$ cat src/rtl/pc_sequencer.sv
// Program-counter sequencer for the fetch path: hold, increment, load, call and
// return, with a small LIFO of return addresses and sticky misuse flags.
module pc_sequencer #(
  parameter int unsigned WIDTH = 16,
  parameter int unsigned DEPTH = 4,
  parameter int unsigned SPW   = 3
) (
  input  logic             clk,
  input  logic             reset,
  input  logic             stall,
  input  logic             load,
  input  logic [WIDTH-1:0] load_addr,
  input  logic             call,
  input  logic [WIDTH-1:0] call_addr,
  input  logic             ret,
  output logic [WIDTH-1:0] pc,
  output logic [SPW-1:0]   sp_level,
  output logic             stack_full,
  output logic             stack_empty,
  output logic             overflow_err,
  output logic             underflow_err
);

  localparam int unsigned AW = (DEPTH > 1) ? $clog2(DEPTH) : 1;

  logic [WIDTH-1:0] stack [DEPTH];

  logic [WIDTH-1:0] inc;
  logic [WIDTH-1:0] pc_nxt;
  logic [SPW-1:0]   sp_nxt;
  logic [SPW-1:0]   sp_dec;
  logic             ovf_nxt;
  logic             unf_nxt;
  logic             push;

  assign stack_full  = (sp_level == SPW'(DEPTH));
  assign stack_empty = (sp_level == SPW'(0));

  // One shared incrementer feeds both the sequential path and the pushed return address.
  assign inc    = pc + WIDTH'(1);
  assign sp_dec = sp_level - SPW'(1);

  // Next-state selection in priority order: stall > ret > call > load > increment.
  always_comb begin
    pc_nxt  = inc;
    sp_nxt  = sp_level;
    ovf_nxt = overflow_err;
    unf_nxt = underflow_err;
    push    = 1'b0;
    if (stall) begin
      pc_nxt = pc;
    end else if (ret) begin
      if (!stack_empty) begin
        pc_nxt = stack[sp_dec[AW-1:0]];
        sp_nxt = sp_dec;
      end else begin
        unf_nxt = 1'b1;
      end
    end else if (call) begin
      if (!stack_full) begin
        push   = 1'b1;
        sp_nxt = sp_level + SPW'(1);
        pc_nxt = call_addr;
      end else begin
        ovf_nxt = 1'b1;
      end
    end else if (load) begin
      pc_nxt = load_addr;
    end
  end

  always_ff @(posedge clk) begin
    if (reset) begin
      pc            <= '0;
      sp_level      <= '0;
      overflow_err  <= 1'b0;
      underflow_err <= 1'b0;
    end else begin
      pc            <= pc_nxt;
      sp_level      <= sp_nxt;
      overflow_err  <= ovf_nxt;
      underflow_err <= unf_nxt;
    end
  end

  // Stack contents carry no reset; only the level counter defines validity.
  always_ff @(posedge clk) begin
    if (!reset && push) begin
      stack[sp_level[AW-1:0]] <= inc;
    end
  end

endmodule

$ cat config.mk
export PLATFORM = sky130hd
export DESIGN_NAME = pc_sequencer
export DESIGN_NICKNAME = d
export VERILOG_FILES = /design/src/rtl/pc_sequencer.sv
export SDC_FILE = /design/constraint.sdc
export NUM_CORES = 1
export LEC_CHECK = 0
export ABC_AREA = 1
export CAP_MARGIN = 20
export CORE_MARGIN = 8
export CORE_UTILIZATION = 50
export CTS_BUF_LIST = sky130_fd_sc_hd__clkbuf_2
export DETAILED_ROUTE_END_ITERATION = 7
export PLACE_DENSITY = 0.74
export REMOVE_ABC_BUFFERS = 1
export SYNTH_ARGS = -nofsm -noshare
export SYNTH_HDL_FRONTEND = slang
export SYNTH_SLANG_ARGS = --single-unit
$ cat constraint.sdc
create_clock -name clk -period 6.4 [get_ports clk]
set_clock_uncertainty 0.15 [all_clocks]
set_input_delay 1.92 -clock clk [delete_from_list [all_inputs] [get_ports clk]]
set_output_delay 1.92 -clock clk [all_outputs]
set_load 0.1 [all_outputs]
==> impl_metrics.tcl <==
set metrics [dict create \
    outcome "finished clean" \
    drive_gt1_frac 0.0884 \
    syn_area_um2 4380 \
    internal_power_w 0.000799 \
    gr-total-overflow 0 \
    numCtsBuffers 9 \
    max_freq_ghz 0.187 \
    finalCriticalPeriod_ns 5.35 \
    post_cts_buffers 0 \
    ios 61 \
    vias 3812 \
    synthDistinctLibCells 35 \
    multi_input_area_um2 1770 \
    clk_pin_slew_ns 0.22 \
    crit_required_ns 4.33 \
    antenna_found_initial 1 \
    tightestPinTransition_ns 1.06 \
    p_leak_nw 1.98 \
    slew_violations 0 \
    synth_cells 513 \
    dieArea_um2 12000 \
    end_kind "output port" \
    routed_wl_mm 11.7 \
    cp_data_arrival_time_ns 3.28 \
    crit_path_cell_trace "buf_4, inv_1, buf_4, ha_1, inv_1, nor2_4, clkdlybuf4s50_1" \
    cpPeakStageDelay_ns 1.19 \
    wl_per_cell_um 17.1 \
    grt_pass1_vias 3658 \
    pwr-share-seq 0.510 \
    grt_pass1_wl_mm 18.4 \
    n_fill_cell 723 \
    hold-worst-slack_ns 0.400 \
    grt_usage 0.200 \
    rows 34 \
    min_from "overflow_err" \
    pre_cts_ws_ns 1.63 \
    avgSynthCellArea_um2 8.53 \
    hold_buffers 0 \
    worstSetupPathType "flop to output port" \
    gp_congestion 0.866 \
    dp_cells 669 \
    grt_max_degree 39 \
    clockBufferDepth 2 \
    drc 0 \
    clock_latency_ns 0.52 \
    combPwrFrac 0.266 \
    cts_sinks 85 \
    rsz0062_at_grt "false" \
    holdCritPathClass "flop to flop" \
    fin_ws_ns 1.05 \
    synth_warnings 0 \
    finalHoldViolations 0 \
    stdcell_count 686 \
    fin_crit_sh 0.837 \
    fp.dieH_um 110 \
    synth-seq-cells 85 \
    powerDensity_nw_per_um2 239 \
    htreeDepth 3 \
    core_um2 8590 \
    final_nets 616 \
    relSlewSlack 0.294 \
    ys_seq_area_frac 0.535 \
    tritoncts "done" \
    firstDrtPassIters 5 \
    fin_tns_setup_ns 0 \
    slowest_stage "clkdlybuf4s50_1" \
    drt_iter0_drc 257 \
    cts_root_buf "clkbuf_2" \
    start_util 0.509 \
    regArea_um2 2340 \
    setup_violations 0 \
    port_buffers 60 \
    timing.rr.start "sp_level[0]" \
    area_growth_pct 18.4 \
    cts_resized 0 \
    power.share.clock 0.224 \
    dp_hpwl_mm 8.28 \
    critical_path.startpoint_type "flop" \
    fp.dieW_um 110 \
    ant_nets 0 \
    viasPerCell 5.56 \
    maxCapViolCount 0 \
    p_sw_frac 0.355 \
    startpoint "sp_level[0]" \
    critPathMaxFanout 38 \
    power_switching_w 0.000440 \
    irDropWorstVdd_mv 0.164 \
]
## sequential cells by signal, summed over array words and instances, names as in the netlist
register       cells
stack             64
pc                16
sp_level           3
overflow_err       1
underflow_err      1
## stage by stage
step	power, W	util	instance area (um2)
floorplan	0.000864	-	4280
global placement	0.000965	0.589	5060
detailed placement	0.000971	0.589	5060
CTS	0.00124	0.603	5180
global route	0.00129	0.603	5180
finish	0.00124	0.603	5180
## layout by cell type, fill, tap and decap left out, drive strengths merged, types with 4 or more instances in the layout
master         synthesis  routed
a21oi                 26      26
and2                   4       4
buf                   11       5
clkbuf                 6       9
clkdlybuf4s50          0      60
clkinv                 0       4
dfxtp                 21      21
edfxtp                64      64
ha                     6       6
inv                   45      46
nand2                160     160
nand3                 66      66
nor2                  50      50
o21ai                 34      34
o22ai                  4       4
## layout make-up
cell class                      instances  area share
Timing Repair Buffer                   65       0.123
Inverter                               45      0.0326
Antenna cell                            1    0.000483
Sequential cell                        85       0.452
Clock buffer                            9     0.00870
Multi-Input combinational cell        366       0.343
Tap cell                              108      0.0261
Clock inverter                          7      0.0143
## worst max-delay path, delay by kind of cell (launching register included)
kind / cells / cell delay (ns)
simple gates: 1 / 0.19
flops: 1 / 0.35
buf+inv: 5 / 1.97
fa+ha+maj: 1 / 0.25
## final timing paths
path / cells after the start / slack [ns] / end
hold reg to reg: 2 / 0.40 / overflow_err
setup reg to reg: 9 / 3.16 / stack[0][7]
hold / removal: 2 / 0.40 / overflow_err
setup / recovery: 7 / 1.05 / stack_empty
## power by group through the flow
stage	combinational [W]	sequential [W]	clock, W
2_1_floorplan	0.000139	0.000725	0
3_3_place_gp	0.000322	0.000643	0
3_5_place_dp	0.000328	0.000643	0
4_1_cts	0.000330	0.000631	0.000283
5_1_grt	0.000354	0.000633	0.000298
6_report	0.000329	0.000631	0.000278
## Yosys cell counts
library cell,number,area share
a211oi_2,1,0.0029
a21boi_0,1,0.0017
a21boi_1,1,0.0017
a21o_1,1,0.0017
a21oi_1,21,0.024
a21oi_2,4,0.0080
a21oi_4,1,0.0037
a22oi_1,1,0.0017
a31oi_1,2,0.0029
and2_1,4,0.0057
buf_2,7,0.0080
buf_4,3,0.0051
buf_8,1,0.0034
clkbuf_1,6,0.0051
dfxtp_1,21,0.096
edfxtp_1,64,0.44
ha_1,6,0.017
inv_1,38,0.033
inv_2,7,0.0060
nand2_1,155,0.13
nand2_2,3,0.0043
nand2_4,2,0.0051
nand3_1,64,0.073
nand3_2,2,0.0046
nand3b_1,3,0.0051
nand4_1,3,0.0043
nor2_1,42,0.036
nor2_2,5,0.0071
nor2_4,2,0.0051
nor2_8,1,0.0046
o21ai_0,29,0.033
o21ai_1,5,0.0057
o22ai_1,4,0.0057
xnor2_1,2,0.0040
xor2_1,1,0.0020
## kinds of logic after synthesis
logic type      count (synthesis)  share of synthesized area
flops                          85                      0.535
simple gates                  286                      0.288
buf+inv                        62                     0.0603
compound gates                 71                     0.0929
xor+xnor                        3                    0.00601
fa+ha+maj                       6                     0.0172
## layer usage
layer	wire length (um)	track usage	vias to the layer above
li1	-	-	1836
met1	4950	0.254	1799
met2	5720	0.333	154
met3	746	0.0270	23
met4	296	0.0858	0
met5	0	0	-
Power figures use the tool's default switching activity.
